**config.mk**
```make
export PLATFORM = sky130hd
export DESIGN_NAME = ibex_rf_write_arbiter
export DESIGN_NICKNAME = d
export VERILOG_FILES = /design/src/rtl/ibex_rf_write_arbiter.sv
export SDC_FILE = /design/constraint.sdc
export NUM_CORES = 1
export LEC_CHECK = 0
export BUFFER_PORTS_ARGS = -buffer_cell sky130_fd_sc_hd__buf_4
export CORE_MARGIN = 10
export CORE_UTILIZATION = 30
export CTS_CLUSTER_DIAMETER = 40
export DETAILED_ROUTE_END_ITERATION = 8
export MAX_ROUTING_LAYER = met4
export SLEW_MARGIN = 20
export SYNTH_ARGS = -nofsm -noshare
export SYNTH_HDL_FRONTEND = slang
export SYNTH_SLANG_ARGS = --single-unit
```
**constraint.sdc**
```tcl
create_clock -name clk_i -period 4.06 [get_ports clk_i]
set_input_delay 0.203 -clock clk_i [delete_from_list [all_inputs] [get_ports clk_i]]
set_output_delay 0.203 -clock clk_i [all_outputs]
set_load 0.01 [all_outputs]
```
**src/rtl/ibex_rf_write_arbiter.sv**
```systemverilog
// Writeback arbiter: merges LSU load responses and EX results onto the single RF write port,
// tracks outstanding load destinations and raises operand hazards for ID.
module ibex_rf_write_arbiter #(
    parameter bit          RV32E      = 1'b0,
    parameter int unsigned DataWidth  = 32,
    parameter int unsigned MaxLoads   = 2,
    parameter int unsigned ExBufDepth = 2
) (
    input  logic                 clk_i,
    input  logic                 rst_ni,
    input  logic                 ex_valid_i,
    output logic                 ex_ready_o,
    input  logic [4:0]           ex_waddr_i,
    input  logic [DataWidth-1:0] ex_wdata_i,
    input  logic                 ld_issue_i,
    output logic                 ld_ready_o,
    input  logic [4:0]           ld_waddr_i,
    input  logic                 lsu_rvalid_i,
    input  logic [DataWidth-1:0] lsu_rdata_i,
    input  logic                 lsu_err_i,
    input  logic [4:0]           raddr_a_i,
    input  logic [4:0]           raddr_b_i,
    output logic                 hazard_o,
    output logic [4:0]           rf_waddr_o,
    output logic [DataWidth-1:0] rf_wdata_o,
    output logic                 rf_we_o
);
    localparam int unsigned AW     = RV32E ? 4 : 5;
    localparam int unsigned LqIdxW = (MaxLoads > 1) ? $clog2(MaxLoads) : 1;
    localparam int unsigned LqCntW = $clog2(MaxLoads + 1);
    localparam int unsigned EfIdxW = (ExBufDepth > 1) ? $clog2(ExBufDepth) : 1;
    localparam int unsigned EfCntW = $clog2(ExBufDepth + 1);

    function automatic logic addr_eq(input logic [4:0] a, input logic [4:0] b);
        return a[AW-1:0] == b[AW-1:0];
    endfunction

    function automatic logic addr_nz(input logic [4:0] a);
        return |a[AW-1:0];
    endfunction

    function automatic logic [LqIdxW-1:0] lq_inc(input logic [LqIdxW-1:0] p);
        return (p == LqIdxW'(MaxLoads - 1)) ? '0 : p + 1'b1;
    endfunction

    function automatic logic [EfIdxW-1:0] ef_inc(input logic [EfIdxW-1:0] p);
        return (p == EfIdxW'(ExBufDepth - 1)) ? '0 : p + 1'b1;
    endfunction

    // Load-destination queue
    logic [4:0]          lq_addr_q [MaxLoads];
    logic [MaxLoads-1:0] lq_vld_q;
    logic [LqIdxW-1:0]   lq_wptr_q, lq_rptr_q;
    logic [LqCntW-1:0]   lq_cnt_q;
    logic                lq_push, lq_pop;
    logic [4:0]          lq_head;

    // EX deferral FIFO
    logic [4:0]           ef_addr_q [ExBufDepth];
    logic [DataWidth-1:0] ef_data_q [ExBufDepth];
    logic [ExBufDepth-1:0] ef_vld_q;
    logic [EfIdxW-1:0]    ef_wptr_q, ef_rptr_q;
    logic [EfCntW-1:0]    ef_cnt_q;
    logic                 ef_push, ef_pop, ef_empty, ef_full;

    logic ex_acc, ex_direct, waw;
    logic [MaxLoads-1:0]   lq_waw, lq_hit_a, lq_hit_b;
    logic [ExBufDepth-1:0] ef_hit_a, ef_hit_b;

    assign lq_head    = lq_addr_q[lq_rptr_q];
    assign ld_ready_o = lq_cnt_q < LqCntW'(MaxLoads);
    assign lq_push    = ld_issue_i & ld_ready_o;
    assign lq_pop     = lsu_rvalid_i & (lq_cnt_q != '0);

    assign ef_empty = ef_cnt_q == '0;
    assign ef_full  = ef_cnt_q == EfCntW'(ExBufDepth);
    assign ef_pop   = ~ef_empty & ~lq_pop;

    always_comb begin
        lq_waw   = '0;
        lq_hit_a = '0;
        lq_hit_b = '0;
        ef_hit_a = '0;
        ef_hit_b = '0;
        for (int i = 0; i < int'(MaxLoads); i++) begin
            lq_waw[i]   = lq_vld_q[i] & addr_eq(lq_addr_q[i], ex_waddr_i);
            lq_hit_a[i] = lq_vld_q[i] & addr_eq(lq_addr_q[i], raddr_a_i);
            lq_hit_b[i] = lq_vld_q[i] & addr_eq(lq_addr_q[i], raddr_b_i);
        end
        for (int i = 0; i < int'(ExBufDepth); i++) begin
            ef_hit_a[i] = ef_vld_q[i] & addr_eq(ef_addr_q[i], raddr_a_i);
            ef_hit_b[i] = ef_vld_q[i] & addr_eq(ef_addr_q[i], raddr_b_i);
        end
    end

    // WAW: an EX write may not land before an older load to the same register
    assign waw        = |lq_waw;
    assign ex_ready_o = ~(ef_full & ~ef_pop) & ~waw;
    assign ex_acc     = ex_valid_i & ex_ready_o;
    assign ef_push    = ex_acc & addr_nz(ex_waddr_i) & (~ef_empty | lq_pop);
    assign ex_direct  = ex_acc & addr_nz(ex_waddr_i) & ef_empty & ~lq_pop;

    always_comb begin
        rf_we_o    = 1'b0;
        rf_waddr_o = '0;
        rf_wdata_o = '0;
        if (lq_pop) begin
            rf_we_o    = ~lsu_err_i & addr_nz(lq_head);
            rf_waddr_o = lq_head;
            rf_wdata_o = lsu_rdata_i;
        end else if (ef_pop) begin
            rf_we_o    = 1'b1;
            rf_waddr_o = ef_addr_q[ef_rptr_q];
            rf_wdata_o = ef_data_q[ef_rptr_q];
        end else if (ex_direct) begin
            rf_we_o    = 1'b1;
            rf_waddr_o = ex_waddr_i;
            rf_wdata_o = ex_wdata_i;
        end
    end

    assign hazard_o =
        (addr_nz(raddr_a_i) & (|lq_hit_a | |ef_hit_a | (rf_we_o & addr_eq(rf_waddr_o, raddr_a_i)))) |
        (addr_nz(raddr_b_i) & (|lq_hit_b | |ef_hit_b | (rf_we_o & addr_eq(rf_waddr_o, raddr_b_i))));

    always_ff @(posedge clk_i or negedge rst_ni) begin
        if (!rst_ni) begin
            lq_vld_q  <= '0;
            lq_wptr_q <= '0;
            lq_rptr_q <= '0;
            lq_cnt_q  <= '0;
            ef_vld_q  <= '0;
            ef_wptr_q <= '0;
            ef_rptr_q <= '0;
            ef_cnt_q  <= '0;
        end else begin
            if (lq_push) begin
                lq_vld_q[lq_wptr_q] <= 1'b1;
                lq_wptr_q           <= lq_inc(lq_wptr_q);
            end
            if (lq_pop) begin
                lq_vld_q[lq_rptr_q] <= 1'b0;
                lq_rptr_q           <= lq_inc(lq_rptr_q);
            end
            lq_cnt_q <= lq_cnt_q + LqCntW'(lq_push) - LqCntW'(lq_pop);
            if (ef_pop) begin
                ef_vld_q[ef_rptr_q] <= 1'b0;
                ef_rptr_q           <= ef_inc(ef_rptr_q);
            end
            if (ef_push) begin
                ef_vld_q[ef_wptr_q] <= 1'b1;
                ef_wptr_q           <= ef_inc(ef_wptr_q);
            end
            ef_cnt_q <= ef_cnt_q + EfCntW'(ef_push) - EfCntW'(ef_pop);
        end
    end

    // Payload storage needs no reset; validity is tracked separately
    always_ff @(posedge clk_i) begin
        if (lq_push) lq_addr_q[lq_wptr_q] <= ld_waddr_i;
        if (ef_push) begin
            ef_addr_q[ef_wptr_q] <= ex_waddr_i;
            ef_data_q[ef_wptr_q] <= ex_wdata_i;
        end
    end

endmodule

```
==> qor.txt <==
status - finished clean
die height - 157 um
ys async rst share - 0.125
Clock Latency Late Sink - 0.35 ns
Synth cell types - 58
WL final - 16400 um
Synth Instances - 472
CP max FO - 29
Commonest cells post-synth - edfxtp_1 (84), nor2_1 (79), xor2_1 (43), mux2_2 (35), a221oi_2 (30)
final hold vios - 0
Clock Sinks - 96
Worst Setup SP - lq_cnt_q[1]$_DFF_PN0_
Post-Synthesis Net Count - 566
Leakage - 2.76 nW
initial antenna violation count - 0
complex-gate fraction of the synthesized area - 0.142
worst slew pin tran - 0.962 ns
fraction of layout cells with a size suffix above 1 - 0.403
1st-pass router iterations - 6
Routed Antenna Nets - 0
final hold slack - 0.0345 ns
Initial Utilization - 0.303
critical path launch point type - register
largest family of logic cells by synthesized area - compound AO/OA/AOI/OAI gates
vias in the first global route - 4321
Slew headroom - 0.359
clk root buf - clkbuf_16
register bit count reported by yosys - 96
CTS H-Tree Depth - 3
post-synthesis xor/xnor area fraction - 0.0992
I/O pin count - 131
synthesized area per cell - 12.0 um^2
setup_tns - 0 ns
PwrDens - 669 mW/mm^2
worst reg2reg startpoint - lq_cnt_q[1]$_DFF_PN0_
Port-buffer cells - 130
fin. max-slew vios - 0
WP data required - 3.86 ns
Worst setup EP type - primary output
mux share of post-synthesis cell area - 0.0884
top cells by area, synth - edfxtp_1 (45%), a221oi_2 (8.0%), mux2_2 (7.0%)
Yosys top cell by area - edfxtp_1
MaxCap Viol Count - 0
Clock Tree Buf Depth - 2
gr ovfl total - 0
most frequent cell after synthesis - edfxtp_1
CTS tree - built
hold path start - ld_waddr_i[1]
clock skew - 0.00917 ns
Global Route Usage Sum - 0.135
via count - 4127
die width - 157 um
core area - 0.0186 mm^2
fin nets - 679
vias per cell - 5.01
die area - 0.0247 mm^2
setup violators final - 0
kind of critical path - register to primary output
Max Clk Rate - 289 MHz
global-route wire length before repair - 25100 um
post-synthesis simple-gate area fraction - 0.116
Synth top area share - 0.447
Worst-path clk slew - 0.07 ns
post-DP HPWL - 12200 um
sequential cell area fraction in the yosys report - 0.500
Area growth syn-to-layout - 25.9%
peak supply drop - 431 uV
Hold Crit Class - input pin to register
fin crit share - 0.853
crit path time final - 3.46 ns
ANT cells - 0
number of enable flip-flop cells after synthesis - 84
floorplan row count - 50
Post-Synth Adder-Cell Area - 0.00886
synth warn - 0
Arr. time, crit path - 3.26 ns
Mapped Area - 0.00565 mm^2
RSZ-0062 raised after global routing - false
top_reg_cell synth - edfxtp_1
number of remaining DRC errors - 0
CTS buffer count - 9
setup bufs post-CTS - 0
largest net degree at the start of global routing - 42
per-cell routed wire length - 19.9 um
Placer Congestion - 0.921
iteration-0 DRC count of the detailed router - 233
## cell type report
class | count | area, um^2
clock buffers | 9 | 225
flip-flops and latches | 96 | 2820
well taps | 234 | 293
repair buffers | 140 | 1080
multi-input cells | 330 | 2590
inverters | 8 | 30.0
clock inverters | 7 | 71.3
fillers | 1837 | 11500
## state kept, by name, summed over array words and instances (netlist names)
signal,count
ef_rptr_q,1
lq_rptr_q,1
lq_addr_q,10
ef_addr_q,10
lq_cnt_q,2
ef_data_q,64
lq_wptr_q,1
ef_wptr_q,1
lq_vld_q,2
ef_vld_q,2
ef_cnt_q,2
## metrics by stage
| stage | setup WS, ns | instances | area [um^2] | util | total power [mW] |
|---|---|---|---|---|---|
| global placement | 0.973 | 807 | 6810 | 0.365 | 3.93 |
| detailed placement | 0.909 | 807 | 6810 | 0.365 | 3.96 |
| floorplan | 0.723 | 472 | 5650 | - | 3.10 |
| global route | 0.302 | 824 | 7110 | 0.381 | 5.09 |
| finish | 0.597 | 824 | 7110 | 0.381 | 4.76 |
| CTS | 0.533 | 824 | 7110 | 0.381 | 4.83 |
## path summary, 6_finish.rpt
| check | end | depth (start not counted) | slack, ns |
|---|---|---|---|
| hold / removal | lq_addr_q[1][1]$_DFFE_PP_ | 1 | 0.03 |
| setup / recovery | rf_wdata_o[31] | 8 | 0.60 |
| setup reg to reg | ef_cnt_q[1]$_DFF_PN0_ | 9 | 1.02 |
| hold reg to reg | lq_wptr_q$_DFFE_PN0P_ | 1 | 0.49 |
| max in group asynchronous | ef_rptr_q$_DFFE_PN0N_ | 2 | 3.65 |
| min in group asynchronous | lq_wptr_q$_DFFE_PN0P_ | 2 | 0.23 |
## what timing repair did
| item | in CTS | in global routing |
|---|---|---|
| gates resized for setup | 0 | 0 |
| hold endpoints to repair | 12 | 0 |
| hold buffers | 1 | 0 |
## metal layers
metal,wire length [um],global-route usage
met4,266,0.0436
met1,6990,0.165
met2,7760,0.217
met5,0,-
met3,1380,0.0325
## worst max-delay path, cell delays in order, from the launching register on
cell	delay, ns
dfrtp_1	0.43
o21ai_4	0.51
inv_2	0.46
nor2_1	0.36
and4_2	0.49
buf_12	0.26
a221oi_1	0.12
nor2_1	0.12
buf_4	0.13
## logic make-up (layout without fill, tap and decap cells)
| family | Yosys count | in the layout |
|---|---|---|
| fa+ha+maj | 4 | 4 |
| compound gates | 78 | 78 |
| simple gates | 139 | 139 |
| flops | 96 | 96 |
| buf+inv | 46 | 164 |
| mux | 45 | 45 |
| xor+xnor | 64 | 64 |
## report_power, final
group / leakage, nW / switching, mW / internal, mW / total [mW]
clock: 0.138 / 0.368 / 0.477 / 0.845
sequential: 0.918 / 0.247 / 1.38 / 1.63
combinational: 1.70 / 1.22 / 1.07 / 2.29
## placed cells by master, fill, tap and decap left out, types with 2 or more instances in the layout
| master | n |
|---|---|
| a31oi_1 | 6 |
| nand4_1 | 2 |
| buf_12 | 2 |
| buf_4 | 137 |
| nand3_1 | 4 |
| nor4_1 | 11 |
| o21ai_0 | 4 |
| a21oi_1 | 10 |
| nand2_2 | 2 |
| clkinv_2 | 2 |
| clkbuf_16 | 9 |
| edfxtp_1 | 84 |
| a41oi_1 | 2 |
| a221oi_1 | 2 |
| nor2_4 | 3 |
| mux2_2 | 35 |
| o22ai_1 | 2 |
| and3_1 | 6 |
| mux2i_1 | 8 |
| inv_1 | 7 |
| nand2_1 | 14 |
| nor2_1 | 77 |
| a21o_1 | 3 |
| o211ai_1 | 2 |
| ha_1 | 4 |
| a221oi_2 | 30 |
| dfrtp_1 | 11 |
| o31a_1 | 3 |
| and2_1 | 3 |
| xnor2_1 | 21 |
| nor3_1 | 5 |
| clkinvlp_4 | 3 |
| xor2_1 | 43 |
| o21ai_1 | 4 |
Power figures use the tool's default switching activity.
